===== src/rtl/mem_port_arbiter_pkg.sv =====
// Shared types and default widths for the unified-memory port arbiter.
//   arb_state_e : arbiter FSM states (idle, request presented, awaiting response)
//   owner_e     : which pipeline port owns the outstanding transaction
//   ADDR_W      : default byte-address width
//   DATA_W      : default data width
package riscv_mem_pkg;

  localparam int unsigned ADDR_W = 32;
  localparam int unsigned DATA_W = 32;

  typedef enum logic [1:0] {
    ST_IDLE,
    ST_REQ,
    ST_WAIT
  } arb_state_e;

  typedef enum logic {
    OWN_IF,
    OWN_DM
  } owner_e;

endpackage


===== src/rtl/mem_arb_prio.sv =====
// Priority pick between fetch and data requests, with a fetch starvation counter.
// Data wins ties unless fetch has lost STARVE_LIMIT consecutive contested picks.
//   clk, reset  : clock and synchronous active-high reset
//   pick_en     : arbiter is idle and will act on this cycle's pick
//   if_req      : fetch request
//   dm_req      : data request
//   pick_if     : fetch wins this cycle (combinational)
//   pick_dm     : data wins this cycle (combinational)
module mem_arb_prio #(
  parameter  int unsigned STARVE_LIMIT = 4,
  localparam int unsigned CNT_W        = $clog2(STARVE_LIMIT + 1)
) (
  input  logic clk,
  input  logic reset,
  input  logic pick_en,
  input  logic if_req,
  input  logic dm_req,
  output logic pick_if,
  output logic pick_dm
);

  logic [CNT_W-1:0] starve_cnt;
  logic             starved;

  always_comb begin
    starved = (starve_cnt >= CNT_W'(STARVE_LIMIT));
    pick_if = if_req && (!dm_req || starved);
    pick_dm = dm_req && !pick_if;
  end

  always_ff @(posedge clk) begin
    if (reset) begin
      starve_cnt <= '0;
    end else if (pick_en) begin
      if (pick_if) begin
        starve_cnt <= '0;
      end else if (if_req && pick_dm && (starve_cnt != CNT_W'(STARVE_LIMIT))) begin
        starve_cnt <= starve_cnt + 1'b1;
      end
    end
  end

endmodule


===== src/rtl/mem_port_arbiter.sv =====
// Shares one single-port memory between instruction fetch (IF) and the
// load/store stage (DM). One transaction outstanding at a time.
//   clk, reset                      : clock, synchronous active-high reset
//   if_req/if_addr                  : fetch request, held until if_gnt
//   if_gnt/if_rvalid/if_rdata       : fetch accept pulse, data pulse, data
//   dm_req/dm_we/dm_addr/dm_wdata/dm_wstrb : load/store request, held until dm_gnt
//   dm_gnt/dm_rvalid/dm_rdata       : data accept pulse, response pulse, load data
//   mem_req/mem_we/mem_addr/mem_wdata/mem_wstrb : memory request, held until mem_gnt
//   mem_gnt/mem_rvalid/mem_rdata    : memory accept, response valid, read data
//   arb_busy                        : a transaction is in flight
//   arb_err                         : sticky, a response arrived while not waiting
module mem_port_arbiter
  import riscv_mem_pkg::*;
#(
  parameter int unsigned AW           = ADDR_W,
  parameter int unsigned DW           = DATA_W,
  parameter int unsigned STARVE_LIMIT = 4
) (
  input  logic            clk,
  input  logic            reset,
  input  logic            if_req,
  input  logic [AW-1:0]   if_addr,
  output logic            if_gnt,
  output logic            if_rvalid,
  output logic [DW-1:0]   if_rdata,
  input  logic            dm_req,
  input  logic            dm_we,
  input  logic [AW-1:0]   dm_addr,
  input  logic [DW-1:0]   dm_wdata,
  input  logic [DW/8-1:0] dm_wstrb,
  output logic            dm_gnt,
  output logic            dm_rvalid,
  output logic [DW-1:0]   dm_rdata,
  output logic            mem_req,
  output logic            mem_we,
  output logic [AW-1:0]   mem_addr,
  output logic [DW-1:0]   mem_wdata,
  output logic [DW/8-1:0] mem_wstrb,
  input  logic            mem_gnt,
  input  logic            mem_rvalid,
  input  logic [DW-1:0]   mem_rdata,
  output logic            arb_busy,
  output logic            arb_err
);

  arb_state_e state;
  owner_e     owner;
  logic       pick_if;
  logic       pick_dm;
  logic       idle;

  assign idle = (state == ST_IDLE);

  mem_arb_prio #(
    .STARVE_LIMIT (STARVE_LIMIT)
  ) u_prio (
    .clk     (clk),
    .reset   (reset),
    .pick_en (idle),
    .if_req  (if_req),
    .dm_req  (dm_req),
    .pick_if (pick_if),
    .pick_dm (pick_dm)
  );

  // Grants are combinational so the requester sees acceptance in its request cycle;
  // masked during reset because no latch happens on that edge.
  always_comb begin
    if_gnt   = idle && !reset && pick_if;
    dm_gnt   = idle && !reset && pick_dm;
    arb_busy = !idle;
  end

  always_ff @(posedge clk) begin
    if (reset) begin
      state     <= ST_IDLE;
      owner     <= OWN_IF;
      mem_req   <= 1'b0;
      mem_we    <= 1'b0;
      mem_addr  <= '0;
      mem_wdata <= '0;
      mem_wstrb <= '0;
      if_rvalid <= 1'b0;
      dm_rvalid <= 1'b0;
      if_rdata  <= '0;
      dm_rdata  <= '0;
      arb_err   <= 1'b0;
    end else begin
      if_rvalid <= 1'b0;
      dm_rvalid <= 1'b0;

      if (mem_rvalid && (state != ST_WAIT)) begin
        arb_err <= 1'b1;
      end

      unique case (state)
        ST_IDLE: begin
          if (pick_if) begin
            state     <= ST_REQ;
            owner     <= OWN_IF;
            mem_req   <= 1'b1;
            mem_we    <= 1'b0;
            mem_addr  <= if_addr;
            mem_wdata <= '0;
            mem_wstrb <= '0;
          end else if (pick_dm) begin
            state     <= ST_REQ;
            owner     <= OWN_DM;
            mem_req   <= 1'b1;
            mem_we    <= dm_we;
            mem_addr  <= dm_addr;
            mem_wdata <= dm_wdata;
            mem_wstrb <= dm_we ? dm_wstrb : '0;
          end
        end
        ST_REQ: begin
          if (mem_gnt) begin
            state   <= ST_WAIT;
            mem_req <= 1'b0;
          end
        end
        ST_WAIT: begin
          if (mem_rvalid) begin
            state <= ST_IDLE;
            if (owner == OWN_IF) begin
              if_rvalid <= 1'b1;
              if_rdata  <= mem_rdata;
            end else begin
              dm_rvalid <= 1'b1;
              dm_rdata  <= mem_rdata;
            end
          end
        end
        default: state <= ST_IDLE;
      endcase
    end
  end

endmodule


===== config.mk =====
export PLATFORM = sky130hd
export DESIGN_NAME = mem_port_arbiter
export DESIGN_NICKNAME = d
export VERILOG_FILES = /design/src/rtl/mem_port_arbiter_pkg.sv /design/src/rtl/mem_arb_prio.sv /design/src/rtl/mem_port_arbiter.sv
export SDC_FILE = /design/constraint.sdc
export NUM_CORES = 1
export LEC_CHECK = 0
export CORE_ASPECT_RATIO = 1.5
export CORE_UTILIZATION = 43
export DETAILED_ROUTE_END_ITERATION = 12
export GPL_ROUTABILITY_DRIVEN = 0
export PLACE_DENSITY = 0.95
export SYNTH_ARGS = -nofsm -noshare
export SYNTH_HDL_FRONTEND = slang
export SYNTH_SLANG_ARGS = --single-unit

===== constraint.sdc =====
create_clock -name clk -period 2.93 [get_ports clk]
set_input_delay 0.293 -clock clk [delete_from_list [all_inputs] [get_ports clk]]
set_output_delay 0.293 -clock clk [all_outputs]
set_load 0.02 [all_outputs]

==> summary.md <==
| Metric | Value |
|---|---|
| Resize count post-CTS | 0 |
| Post-DP HPWL | between 10 and 15 mm |
| Library cells used by synthesis | 32 |
| Starting density of the core | about 44% |
| Clock root buffer | clkbuf_16 |
| Post-synthesis instance area | 5358 µm² |
| Maximum cell stage delay along the critical path | 720 ps |
| Quantity of I/O buffers inserted on ports | about 280 |
| Area overhead of the layout relative to synthesis | 62.98% |
| Final max-slew violation count | 0 |
| Global-route met3 utilization | under 10% |
| Min-delay worst type | input port to register |
| Worst EP required | around 2600 ps |
| Via count of the first global-routing pass | ~5600 |
| Largest net degree at the start of global routing | between 60 and 70 |
| Peak VDD IR | roughly 0.00043 V |
| Placed cell areas | roughly 8200 µm² |
| Pint | 0.003604 W |
| Share of synthesized area occupied by flip-flops and latches | between 50% and 60% |
| Die H | 138.7 µm |
| Post-CTS setup buffer count | 0 |
| Final-report hold violation count | 0 |
| Maximum fanout encountered on the critical timing path | 11 |
| Crit. End Element | output port |
| Reg-to-reg startpoint | state[1] |
| Router iterations before antenna repair | 5 |
| Startpoint type of the worst setup path | input port |
| Upper clock frequency limit | between 400 and 500 MHz |
| Row count | 49 |
| Combinational fraction of design power | ~17% |
| Headroom to the max-slew limit | a little over half |
| Worst slew pin tran | just under 700 ps |
| Number of cells traversed by the worst hold path | 2 |
| Total power consumption of the routed design | about 0.005 W |
| Overall routed net length | 17.40 mm |
| Slowest CP cell | clkdlybuf4s50_1 |
| Antenna-violating nets left | 0 |
| Minimum clock period after layout | ~2500 ps |
| Via-to-Cell Ratio | about 5.4 |
| R2R Path End | mem_wdata[27] |
| Arrival time worst endpoint | between 2000 and 2500 ps |
| Starting DRT DRC Count | approximately 250 |
| Area enclosed by the die boundary | roughly 13000 µm² |
| CTS clock-pin slew for the worst setup and hold paths | 60 ps |
| Number of maximum-capacitance violations | 0 |
| DRC violations left | 0 |
| Most crowded layer after global routing | met2 |
| PnR worst setup slack | roughly 480 ps |
| Final TNS setup | 0 ps |
| Final setup violating endpoints | 0 |
| Clock insertion delay at the later pin of the skew report | approximately 420 ps |
| CP dominant cell by count | clkdlybuf4s50_1 |
| Met1 track demand over resource | roughly 29% |
| Place WS | 501.1 ps |
| Final Cycle Share | a little over four fifths |
| # hold bufs at CTS | 0 |
| I/O pin count | 279 |
| Cell leakage power | 3.045 nW |
| Sequential share of power | 42.5% |
| Part of the total power dissipated in the clock network | 40.7% |
| Initial antenna violation count | 0 |
| Nets@finish | 1008 |
| Syn nets | around 760 |
| Worst reg-to-reg setup slack | around 1200 ps |
| Result of the run | completed |
| PD cells | 567.7 nW/µm² |
| Overall routing resource usage | 27.20% |
| Hold_sp | reset |
| Class of the most critical setup path | input port to output port |
| Worst clock skew on the final layout | 14.76 ps |
| Kind of cell adding the most delay to the critical path | buffers and inverters |
| Global Route met2 Usage | between 40 and 50% |
| Syn. warnings | 0 |
| Hold endpoint | mem_wstrb[1] |
| Number of clock buffers inserted by TritonCTS | 17 |
| Die span in x | approximately 93 µm |
| Wire length of the first global-routing pass | roughly 28 mm |
| RSZ-0062 raised after global routing | false |
| Layout cell share with drive strength beyond 1 | a little over 6% |
| Critical path buffers and inverters | 3 |
| Fraction of power spent switching nets | between 20% and 30% |
| Gate count of the mapped netlist | roughly 600 |
| Switching component of the power | between 0.001 and 0.0015 W |
| Cell-by-cell trace of the critical path | clkdlybuf4s50_1, inv_1, nor4_1, clkdlybuf4s50_1 |
| #FFs+latches synth | around 140 |
| Total number of vias | about 5600 |
| # clock sinks | 143 |
| Number of cells traversed by the worst register-to-register path | 4 |
| Average instance area after synthesis | 8.669 µm² |
| Utilization after layout | about 72% |
| CTS max path bufs | 2 |
| Global-route congestion overflow total | 0 |
| Clock tree from TritonCTS | yes |
| Area of the placeable core | 12080 µm² |
| Average wire length per cell after detail routing | approximately 17 µm |
| # diodes | 0 |
| Area of all placed cells without fillers | roughly 8700 µm² |
| Crit. path cell count | 4 |
| Number of H-tree levels | 4 |
[through the flow]
step,hold slack [ps],instances
after detailed placement,447.0,1001
after global routing,378.2,1033
after global placement,441.4,1001
after CTS,340.8,1033
final,360.5,1033
after floorplan,409.5,618
[registers in the layout (all words and copies together) (netlist names), 2 cells and up]
register,count
dm_rdata,32
if_rdata,32
state,2
mem_wstrb,4
mem_addr,32
mem_wdata,32
u_prio.starve_cnt,3
[cells by family (layout without fill, tap and decap cells)]
kind of cell	count (synthesis)	count (layout)	synth area share, %
buffers and inverters	66	328	5.582
DFF	143	143	53.43
adders and majority gates	2	2	0.4670
AOI/OAI and AO/OA	213	213	24.66
and+or+nand+nor	194	194	15.86
[cells in the mapped netlist (all sizes together)]
master / number / area share, %
nor4: 1 / 0.12
and2b: 1 / 0.14
nand2b: 2 / 0.23
nand4: 6 / 0.70
clkbuf: 35 / 2.5
ha: 2 / 0.47
or3b: 1 / 0.21
o22a: 1 / 0.16
o21ai: 38 / 3.5
and4b: 1 / 0.19
and3b: 1 / 0.16
a22o: 32 / 5.2
or2: 1 / 0.12
or3: 1 / 0.12
dfxtp: 143 / 53
nor2: 8 / 0.61
nor3b: 1 / 0.23
nor4bb: 1 / 0.19
nand2: 134 / 9.4
a311oi: 33 / 5.4
a2111oi: 1 / 0.16
inv: 4 / 0.28
nand4bb: 1 / 0.21
a21oi: 108 / 10
nand4b: 1 / 0.16
buf: 27 / 2.8
nand3: 33 / 3.1
[routing by layer]
metal  routed length [µm]  part of all wire, %  vias to the layer above
met1                 6293                   36                     2606
met2                 9261                   53                      251
met5                    0                    0                        -
li1                     -                    -                     2687
met3                 1175                  6.8                       45
met4                  668                  3.8                        0
[cells in the final DEF (no fill, tap or decap), drive strengths merged]
cell / n
ha: 2
clkdlybuf4s50: 277
nor4bb: 1
clkinvlp: 3
nand4: 6
nand4b: 1
nor4: 1
clkinv: 4
and2b: 1
and4b: 1
dfxtp: 143
nor3b: 1
a22o: 32
o22a: 1
or3: 1
nand3: 33
buf: 15
a2111oi: 1
nand4bb: 1
clkbuf: 18
nor2: 8
nand2: 134
or2: 1
a311oi: 33
o21ai: 38
inv: 11
or3b: 1
and3b: 1
nand2b: 2
a21oi: 108
[worst max-delay path by stage]
stage	slack, ps	from	endpoint
after global placement	430	if_req	if_gnt
after global routing	340	state[0]	if_gnt
after CTS	460	state[1]	if_gnt
final	480	if_req	if_gnt
after detailed placement	500	if_req	if_gnt
after floorplan	1170	state[1]	if_gnt
[layout make-up]
cell class                      instances  area, µm²
Clock buffer                           18      439.2
Clock inverter                         14      120.1
Fill cell                             886       3346
Inverter                                4      15.01
Multi-Input combinational cell        409       2218
Sequential cell                       143       2863
Tap cell                              153      191.4
Timing Repair Buffer                  292       2885
[worst reg2reg max path, cell delays in order, from the launching register on]
cell and delay [ps]:
dfxtp_1 420, nor3b_2 390, and3b_1 280, buf_4 340
a22o_1 210
[power by group through the flow]
stage	registers (W)	clock network (W)	logic, W
6_report	0.00211	0.00202	0.000832
5_1_grt	0.00212	0.00213	0.000884
4_1_cts	0.00211	0.00205	0.000834
3_5_place_dp	0.00215	0	0.000831
3_3_place_gp	0.00214	0	0.000816
2_1_floorplan	0.00225	0	0.000270
(Power assumes the default switching activity.)
